===== config.mk =====
export PLATFORM = sky130hd
export DESIGN_NAME = alu_seq_ctrl_flat
export DESIGN_NICKNAME = d
export VERILOG_FILES = /design/src/rtl/alu_seq_ctrl_pkg.sv /design/src/rtl/alu_seq_ctrl_if.sv /design/src/rtl/alu_seq_ctrl.sv /design/src/flat_wrapper.sv
export SDC_FILE = /design/constraint.sdc
export NUM_CORES = 1
export LEC_CHECK = 0
export ABC_AREA = 1
export CAP_MARGIN = 10
export CELL_PAD_IN_SITES_DETAIL_PLACEMENT = 1
export CELL_PAD_IN_SITES_GLOBAL_PLACEMENT = 1
export CORE_ASPECT_RATIO = 0.9
export CORE_UTILIZATION = 35
export CTS_CLUSTER_DIAMETER = 50
export DETAILED_ROUTE_END_ITERATION = 6
export HOLD_SLACK_MARGIN = 0.02
export PLACE_DENSITY_LB_ADDON = 0.1
export SLEW_MARGIN = 15
export SYNTH_ARGS = -nofsm -noshare
export SYNTH_HDL_FRONTEND = slang
export SYNTH_SLANG_ARGS = --single-unit

===== constraint.sdc =====
create_clock -name clk -period 2.3 [get_ports clk]
set_input_delay 0.23 -clock clk [delete_from_list [all_inputs] [get_ports clk]]
set_output_delay 0.23 -clock clk [all_outputs]
set_load 0.02 [all_outputs]

===== src/rtl/alu_seq_ctrl_pkg.sv =====
// Shared types and sizing helpers for the nibble-serial ALU sequencer.
// The sequencer feeds one 4-bit combinational ALU slice, one nibble per cycle.
package alu_seq_pkg;

  typedef enum logic [1:0] {
    IDLE = 2'd0,
    RUN  = 2'd1,
    DONE = 2'd2
  } state_t;

  localparam int NIB_W = 4;

  // Width of the nibble index, kept at least 1 bit so a single-nibble build still has a register.
  function automatic int idx_width(input int nib);
    return (nib > 1) ? $clog2(nib) : 1;
  endfunction

endpackage


===== src/rtl/alu_seq_ctrl_if.sv =====
// Request/response handshake bundle between the datapath control and the ALU sequencer.
// The master side issues operations; the slave side (the sequencer) answers them.
interface alu_seq_ctrl_if #(
  parameter int WIDTH = 16
);
  localparam int NIB = WIDTH / 4;

  logic             req_valid;
  logic             req_ready;
  logic [WIDTH-1:0] req_a;
  logic [WIDTH-1:0] req_b;
  logic [3:0]       req_s;
  logic             req_m;

  logic             rsp_valid;
  logic             rsp_ready;
  logic [WIDTH-1:0] rsp_f;
  logic [NIB-1:0]   rsp_hi;
  logic             rsp_zero;
  logic             busy;

  modport master (
    output req_valid, req_a, req_b, req_s, req_m, rsp_ready,
    input  req_ready, rsp_valid, rsp_f, rsp_hi, rsp_zero, busy
  );

  modport slave (
    input  req_valid, req_a, req_b, req_s, req_m, rsp_ready,
    output req_ready, rsp_valid, rsp_f, rsp_hi, rsp_zero, busy
  );

endinterface


===== src/rtl/alu_seq_ctrl.sv =====
// Nibble-serial initiator for a 4-bit ALU slice: accepts a WIDTH-bit op, runs NIB passes
// LSB nibble first, then holds the assembled result until the response handshake.
module alu_seq_ctrl
  import alu_seq_pkg::*;
#(
  parameter int WIDTH = 16
) (
  input  logic                 clk,
  input  logic                 rst_n,
  alu_seq_ctrl_if.slave        bus,
  output logic [3:0]           alu_a,
  output logic [3:0]           alu_b,
  output logic [3:0]           alu_s,
  output logic                 alu_m,
  input  logic [4:0]           alu_f,
  input  logic                 alu_cmp
);

  localparam int NIB = WIDTH / NIB_W;
  localparam int IW  = idx_width(NIB);

  state_t           state_q, state_d;
  logic [IW-1:0]    idx_q, idx_d;
  logic [WIDTH-1:0] a_q, a_d;
  logic [WIDTH-1:0] b_q, b_d;
  logic [3:0]       s_q, s_d;
  logic             m_q, m_d;
  logic [WIDTH-1:0] f_q, f_d;
  logic [NIB-1:0]   hi_q, hi_d;
  logic             zero_q, zero_d;

  always_comb begin
    state_d = state_q;
    idx_d   = idx_q;
    a_d     = a_q;
    b_d     = b_q;
    s_d     = s_q;
    m_d     = m_q;
    f_d     = f_q;
    hi_d    = hi_q;
    zero_d  = zero_q;
    unique case (state_q)
      IDLE: begin
        if (bus.req_valid) begin
          a_d     = bus.req_a;
          b_d     = bus.req_b;
          s_d     = bus.req_s;
          m_d     = bus.req_m;
          f_d     = '0;
          hi_d    = '0;
          zero_d  = 1'b1;
          idx_d   = '0;
          state_d = RUN;
        end
      end
      RUN: begin
        f_d[NIB_W*int'(idx_q) +: NIB_W] = alu_f[3:0];
        hi_d[idx_q]                     = alu_f[4];
        zero_d                          = zero_q & alu_cmp;
        if (idx_q == IW'(NIB - 1)) begin
          idx_d   = '0;
          state_d = DONE;
        end else begin
          idx_d = idx_q + 1'b1;
        end
      end
      DONE: begin
        if (bus.rsp_ready) state_d = IDLE;
      end
      default: state_d = IDLE;
    endcase
  end

  always_ff @(posedge clk or negedge rst_n) begin
    if (!rst_n) begin
      state_q <= IDLE;
      idx_q   <= '0;
      a_q     <= '0;
      b_q     <= '0;
      s_q     <= '0;
      m_q     <= 1'b0;
      f_q     <= '0;
      hi_q    <= '0;
      zero_q  <= 1'b0;
    end else begin
      state_q <= state_d;
      idx_q   <= idx_d;
      a_q     <= a_d;
      b_q     <= b_d;
      s_q     <= s_d;
      m_q     <= m_d;
      f_q     <= f_d;
      hi_q    <= hi_d;
      zero_q  <= zero_d;
    end
  end

  // ALU inputs come only from captured operands, never from the request port.
  always_comb begin
    alu_a = '0;
    alu_b = '0;
    alu_s = '0;
    alu_m = 1'b0;
    if (state_q == RUN) begin
      alu_a = a_q[NIB_W*int'(idx_q) +: NIB_W];
      alu_b = b_q[NIB_W*int'(idx_q) +: NIB_W];
      alu_s = s_q;
      alu_m = m_q;
    end
  end

  assign bus.req_ready = (state_q == IDLE);
  assign bus.rsp_valid = (state_q == DONE);
  assign bus.busy      = (state_q == RUN) || (state_q == DONE);
  assign bus.rsp_f     = f_q;
  assign bus.rsp_hi    = hi_q;
  assign bus.rsp_zero  = zero_q;

endmodule

===== src/flat_wrapper.sv =====
// flat-port wrapper written by rule: the top's interface ports become plain ports
module alu_seq_ctrl_flat import alu_seq_pkg::*;
#(
  parameter int WIDTH = 16
)
  (clk, rst_n, alu_a, alu_b, alu_s, alu_m, alu_f, alu_cmp, bus_req_valid, bus_req_a, bus_req_b, bus_req_s, bus_req_m, bus_rsp_ready, bus_req_ready, bus_rsp_valid, bus_rsp_f, bus_rsp_hi, bus_rsp_zero, bus_busy);
  alu_seq_ctrl_if #(.WIDTH(WIDTH)) bus_i ();
  input  logic clk;
  input  logic rst_n;
  output logic [3:0] alu_a;
  output logic [3:0] alu_b;
  output logic [3:0] alu_s;
  output logic alu_m;
  input  logic [4:0] alu_f;
  input  logic alu_cmp;
  input wire logic [$bits(bus_i.req_valid)-1:0] bus_req_valid;
  input wire logic [$bits(bus_i.req_a)-1:0] bus_req_a;
  input wire logic [$bits(bus_i.req_b)-1:0] bus_req_b;
  input wire logic [$bits(bus_i.req_s)-1:0] bus_req_s;
  input wire logic [$bits(bus_i.req_m)-1:0] bus_req_m;
  input wire logic [$bits(bus_i.rsp_ready)-1:0] bus_rsp_ready;
  output wire logic [$bits(bus_i.req_ready)-1:0] bus_req_ready;
  output wire logic [$bits(bus_i.rsp_valid)-1:0] bus_rsp_valid;
  output wire logic [$bits(bus_i.rsp_f)-1:0] bus_rsp_f;
  output wire logic [$bits(bus_i.rsp_hi)-1:0] bus_rsp_hi;
  output wire logic [$bits(bus_i.rsp_zero)-1:0] bus_rsp_zero;
  output wire logic [$bits(bus_i.busy)-1:0] bus_busy;
  assign bus_i.req_valid = bus_req_valid;
  assign bus_i.req_a = bus_req_a;
  assign bus_i.req_b = bus_req_b;
  assign bus_i.req_s = bus_req_s;
  assign bus_i.req_m = bus_req_m;
  assign bus_i.rsp_ready = bus_rsp_ready;
  assign bus_req_ready = bus_i.req_ready;
  assign bus_rsp_valid = bus_i.rsp_valid;
  assign bus_rsp_f = bus_i.rsp_f;
  assign bus_rsp_hi = bus_i.rsp_hi;
  assign bus_rsp_zero = bus_i.rsp_zero;
  assign bus_busy = bus_i.busy;
  alu_seq_ctrl #(.WIDTH(WIDTH)) u_core (.clk(clk), .rst_n(rst_n), .bus(bus_i), .alu_a(alu_a), .alu_b(alu_b), .alu_s(alu_s), .alu_m(alu_m), .alu_f(alu_f), .alu_cmp(alu_cmp));
endmodule

==> results of run 1 <==
==> routing by layer <==
layer	up-vias	wire [microns]
li1	1471	-
met1	1404	3750
met2	65	4228
met3	6	313
met4	0	87
met5	-	0
==> state kept, by name, summed over array words and instances (netlist names) <==
register / flops
u_core.state_q: 2
u_core.bus.rsp_hi: 4
u_core.s_q: 4
u_core.m_q: 1
u_core.bus.rsp_f: 16
u_core.b_q: 16
u_core.bus.rsp_zero: 1
u_core.a_q: 16
u_core.idx_q: 2
==> power by group through the flow <==
stage | combinational, mW | clock (mW) | sequential [mW]
global route | 3.12 | 0.943 | 1.69
CTS | 2.83 | 0.903 | 1.65
finish | 2.77 | 0.873 | 1.65
floorplan | 1.74 | 0 | 1.72
global placement | 2.73 | 0 | 1.64
detailed placement | 2.81 | 0 | 1.67
==> per-stage QoR <==
stage          power [mW]  setup WS (ns)  std cells  area (sq um)
2_1_floorplan       3.464         0.5661        426          3202
3_3_place_gp        4.377         0.3435        618          4173
3_5_place_dp        4.479         0.2745        618          4173
4_1_cts             5.383        0.01121        635          4369
5_1_grt             5.749        0.02752        635          4389
6_report            5.287         0.1289        635          4389
==> cell type report <==
| class | count | area [sq um] | share of cell area |
|---|---|---|---|
| Clock buffer | 10 | 137.6 | 0.03136 |
| Clock inverter | 6 | 46.29 | 0.01055 |
| Inverter | 58 | 217.7 | 0.04960 |
| Multi-Input combinational cell | 288 | 1334 | 0.3039 |
| Sequential cell | 62 | 1551 | 0.3535 |
| Tap cell | 119 | 148.9 | 0.03392 |
| Timing Repair Buffer | 92 | 953.4 | 0.2172 |
==> final timing paths <==
kind                                             startpoint                               end  slack, ns  depth (start not counted)
setup / recovery              u_core.state_q[1]$_DFFE_PN0P_                     bus_req_ready       0.13                          3
hold / removal                                        rst_n   u_core.bus.rsp_zero$_DFFE_PN0P_       0.42                          2
setup reg to reg                u_core.idx_q[1]$_DFFE_PN0P_  u_core.bus.rsp_f[11]$_DFFE_PN0P_       0.37                          8
hold reg to reg            u_core.bus.rsp_hi[2]$_DFFE_PN0P_  u_core.bus.rsp_hi[2]$_DFFE_PN0P_       0.47                          2
max in group asynchronous                             rst_n        u_core.a_q[14]$_DFFE_PN0P_       1.27                          3
min in group clk                              bus_req_b[11]        u_core.b_q[11]$_DFFE_PN0P_       0.46                          3
==> cell usage in the layout, fill, tap and decap left out, drive strengths merged, types with 3 or more instances in the layout <==
master           n
o21ai            8
nor2            60
nand3           35
nand2          129
clkdlybuf4s50   74
buf              9
dfrtp           62
inv             58
ha              11
clkinv           4
clkbuf          10
dlymetal6s2s     8
a21oi           41
or2              3
==> logic make-up after synthesis <==
logic type                 synth area share
AOI/OAI and AO/OA                   0.07659
adders and majority gates           0.04298
buffers and inverters               0.09965
DFF                                  0.4846
and+or+nand+nor                      0.2962
==> timing repair <==
action                                  in CTS  in global routing
hold buffers                                 1                  0
endpoints found under the setup margin       8                  8
hold endpoints to repair                    22                  0
resized for setup                            1                  8
==> impl_metrics.tcl, run 1 <==
set metrics [dict create \
    fin_tns_setup_ns 0 \
    utilization 0.5029 \
    grt_setup_unrepaired "no" \
    core_sq_mm 0.008728 \
    cpPeakStageDelay_ns 0.69 \
    clock.fmax_ghz 0.4606 \
    cp_max_fo 10 \
    overflow 0 \
    ys_types 22 \
    period_share 0.9439 \
    place.gp.congestion 0.7568 \
    die_height_microns 92.74 \
    area_delta_synth_final_pct 37.08 \
    synthArstFlopShare 1.000 \
    io_buffers 83 \
    yosys-top-cells-area "dfrtp_1, nand2_1, inv_1, a21oi_1, nor2_1" \
    hold_viol 0 \
    first_pass_iters 4 \
    ys_seq_area_frac 0.4846 \
    nNetsFinal 569 \
    cts.sinks 62 \
    yosysMostFrequentCell "nand2_1" \
    worstMarginPinSlew_ns 0.5437 \
    power_leakage_nw 2.322 \
    report.final.slew_viol_count 0 \
    cts-htree-levels 3 \
    syn_area_sq_mm 0.003202 \
    cts_buffers 9 \
    path_class "register to primary output" \
    finalSetupViolCount 0 \
    grt_util_met1 0.2398 \
    drc_errors 0 \
    cts-root-buf "clkbuf_8" \
    start_util 0.3668 \
    critPathSlowestCell "clkdlybuf4s50_1" \
    synth_edf_count 0 \
    clk_latency_ns 0.34 \
    synth_area_per_cell_sq_um 7.516 \
    wl_mm 8.379 \
    pwr-share-comb 0.523 \
    p_sw_frac 0.4435 \
    syn_inst 426 \
    ant_nets 0 \
    grt_pass1_wl_mm 14.11 \
    clk_pin_slew_ns 0.07 \
    grt_max_degree 70 \
    postCtsSetupBuffers 0 \
    grt-busiest-layer "met2" \
    drive_above_1_share 0.07171 \
    synth-seq-cells 62 \
    grtUsageTotal 0.1917 \
    p_int_mw 2.942 \
    cts_tree "built" \
    status "finished, final reports clean" \
    seqPwrFrac 0.311 \
    ios 84 \
    power.switching_mw 2.345 \
    use_met2 0.3278 \
    synth_largest_area_cell "dfrtp_1" \
    critPathArrivalTime_ns 1.94 \
    finClkSkew_ns 0.007990 \
    synthTopCellsByCount "nand2_1, dfrtp_1, inv_1" \
    clockPowerShare 0.165 \
    yosys_warnings 0 \
    diodes 0 \
    die_w_microns 102.8 \
    path_cells "inv_1 > ha_1 > clkdlybuf4s50_1" \
    antenna_found_initial 0 \
    relSlewSlack 0.6375 \
    synth.top_cell.area_share 0.4846 \
    hold_path_class "primary input to async pin" \
    drtIter0Drc 77 \
    ir_drop_mv 0.5094 \
    path_buf_inv 2 \
    power.density_mw_per_mm2 1205 \
    cts_buffer_depth 2 \
    grt_pass1_vias 3027 \
    die-area_sq_mm 0.009535 \
    synthFlopType "dfrtp_1" \
    start_kind "register" \
    fin_crit_ns 2.171 \
    via_count 2946 \
    whs_ns 0.4163 \
    cp_data_required_time_ns 2.07 \
    cap_violations 0 \
    dpl.hpwl_mm 6.045 \
    met3_usage 0.04528 \
    timing.critical_path.max_delay_family "buffers and inverters" \
    n_fill_cell 1117 \
    critical_path.endpoint_type "primary output" \
    syn_nets 484 \
    post_drt_via_cell_ratio 4.639 \
    wl_per_cell_microns 13.20 \
    row_count 32 \
]
Power figures use the tool's default switching activity.
==> run 2: changes to the inputs <==
==> constraint.sdc (replaced) <==
create_clock -name clk -period 2.35 [get_ports clk]
set_input_delay 0.235 -clock clk [delete_from_list [all_inputs] [get_ports clk]]
set_output_delay 0.235 -clock clk [all_outputs]
set_load 0.02 [all_outputs]
==> impl_metrics.tcl, run 2 (synthesis gave the netlist of run 1 again) <==
set metrics [dict create \
    drtIter0Drc 69 \
    pre_cts_ws_ns 0.3714 \
    clock.fmax_ghz 0.4457 \
    io_buffers 83 \
    status "finished, final reports clean" \
    via_count 2962 \
    cap_violations 0 \
    dpl.hpwl_mm 6.193 \
    power.density_mw_per_mm2 1228 \
    path_class "register to primary output" \
    drc_errors 0 \
    core_sq_mm 0.008728 \
    die-area_sq_mm 0.009535 \
    area_delta_synth_final_pct 37.94 \
    critPathSlowestCell "clkdlybuf4s50_1" \
    hold_path_class "primary input to async pin" \
    grt_pass1_wl_mm 14.74 \
    cp_max_fo 9 \
    use_met2 0.3589 \
    met3_usage 0.05208 \
    layout_commonest_cell "nand2_1" \
    cp_data_required_time_ns 2.12 \
    report.final.slew_viol_count 0 \
    nNetsFinal 571 \
    period_share 0.9547 \
    path_cells "inv_1 > ha_2 > inv_2 > a21oi_1 > clkdlybuf4s50_1" \
    cts-root-buf "clkbuf_8" \
    start_kind "register" \
    cts-htree-levels 3 \
    grt_pass1_vias 3170 \
    grt-busiest-layer "met2" \
    start_util 0.3668 \
    relSlewSlack 0.6924 \
    first_pass_iters 4 \
    ant_nets 0 \
    critical_path.endpoint_type "primary output" \
    fin_tns_setup_ns 0 \
    critPathArrivalTime_ns 2.01 \
    clk_latency_ns 0.34 \
    hold_viol 0 \
    cts_buffers 9 \
    ios 84 \
    drive_above_1_share 0.07350 \
    place.gp.congestion 0.7896 \
    power_leakage_nw 2.235 \
    final_cell_mix "nand2_1, clkdlybuf4s50_1, dfrtp_1, inv_1, nor2_1" \
    fin_crit_ns 2.244 \
    cpPeakStageDelay_ns 0.63 \
    grt_util_met1 0.2366 \
    diodes 0 \
    post_drt_via_cell_ratio 4.657 \
    ir_drop_mv 0.4456 \
    die_w_microns 102.8 \
    overflow 0 \
    utilization 0.5060 \
    wl_mm 8.725 \
    cts_tree "built" \
    cts.sinks 62 \
    finClkSkew_ns 0.008104 \
    grt_setup_unrepaired "no" \
    wl_per_cell_microns 13.72 \
    finalSetupViolCount 0 \
    row_count 32 \
    die_height_microns 92.74 \
    worst_slack_ns 0.1065 \
    clk_pin_slew_ns 0.07 \
    cts_buffer_depth 2 \
    grtUsageTotal 0.2017 \
    grt_max_degree 70 \
    antenna_found_initial 0 \
    worstMarginPinSlew_ns 0.4614 \
]
## run 2: routing by layer
layer	part of all wire	vias up
li1	-	1473
met1	0.44	1427
met2	0.51	55
met3	0.036	7
met4	0.0088	0
met5	0	-
## run 2: where the power goes
group | switching, mW | total (mW) | internal, mW
clock network | 0.415 | 1.06 | 0.650
registers | 0.151 | 1.61 | 1.46
logic | 1.72 | 2.75 | 1.03
## run 2: worst paths after layout
kind                                                  start                               end  slack [ns]  cells after the start
setup reg to reg                u_core.idx_q[1]$_DFFE_PN0P_  u_core.bus.rsp_f[10]$_DFFE_PN0P_        0.45                      8
max in group asynchronous                             rst_n         u_core.a_q[7]$_DFFE_PN0P_        1.53                      3
min in group clk                               bus_req_s[2]         u_core.s_q[2]$_DFFE_PN0P_        0.45                      3
hold / removal                                        rst_n         u_core.s_q[0]$_DFFE_PN0P_        0.45                      3
setup / recovery              u_core.state_q[1]$_DFFE_PN0P_                          alu_b[1]        0.11                      5
hold reg to reg            u_core.bus.rsp_f[12]$_DFFE_PN0P_  u_core.bus.rsp_f[12]$_DFFE_PN0P_        0.47                      2
## run 2: area by class of cell
cell class              count  area (sq um)
multi-input cells         288          1334
flip-flops and latches     62          1551
repair buffers             94         938.4
fillers                  1135          4312
well taps                 119         148.9
clock inverters             3         67.56
clock buffers              12         155.1
inverters                  58         221.5
## run 2: metrics by stage
| stage | area, sq um | power (mW) | cells | hold WS (ns) |
|---|---|---|---|---|
| 2_1_floorplan | 3202 | 3.390 | 426 | -0.06059 |
| 3_3_place_gp | 4155 | 4.260 | 619 | 0.2709 |
| 3_5_place_dp | 4155 | 4.354 | 619 | 0.2708 |
| 4_1_cts | 4390 | 5.461 | 635 | 0.4446 |
| 5_1_grt | 4417 | 5.878 | 636 | 0.4583 |
| 6_report | 4417 | 5.426 | 636 | 0.4469 |
## run 2: critical path, delay by kind of cell (launching register included)
kind | cells | cell delay (ns)
AOI/OAI and AO/OA | 1 | 0.17
adders and majority gates | 1 | 0.26
buffers and inverters | 3 | 0.86
DFF | 1 | 0.39
## run 2: timing repair
action | in CTS | in global routing
cloned | 0 | 0
resized for setup | 1 | 2
setup buffers | 0 | 1
hold buffers | 1 | 0
endpoints found under the setup margin | 7 | 8
hold endpoints to repair | 62 | 0
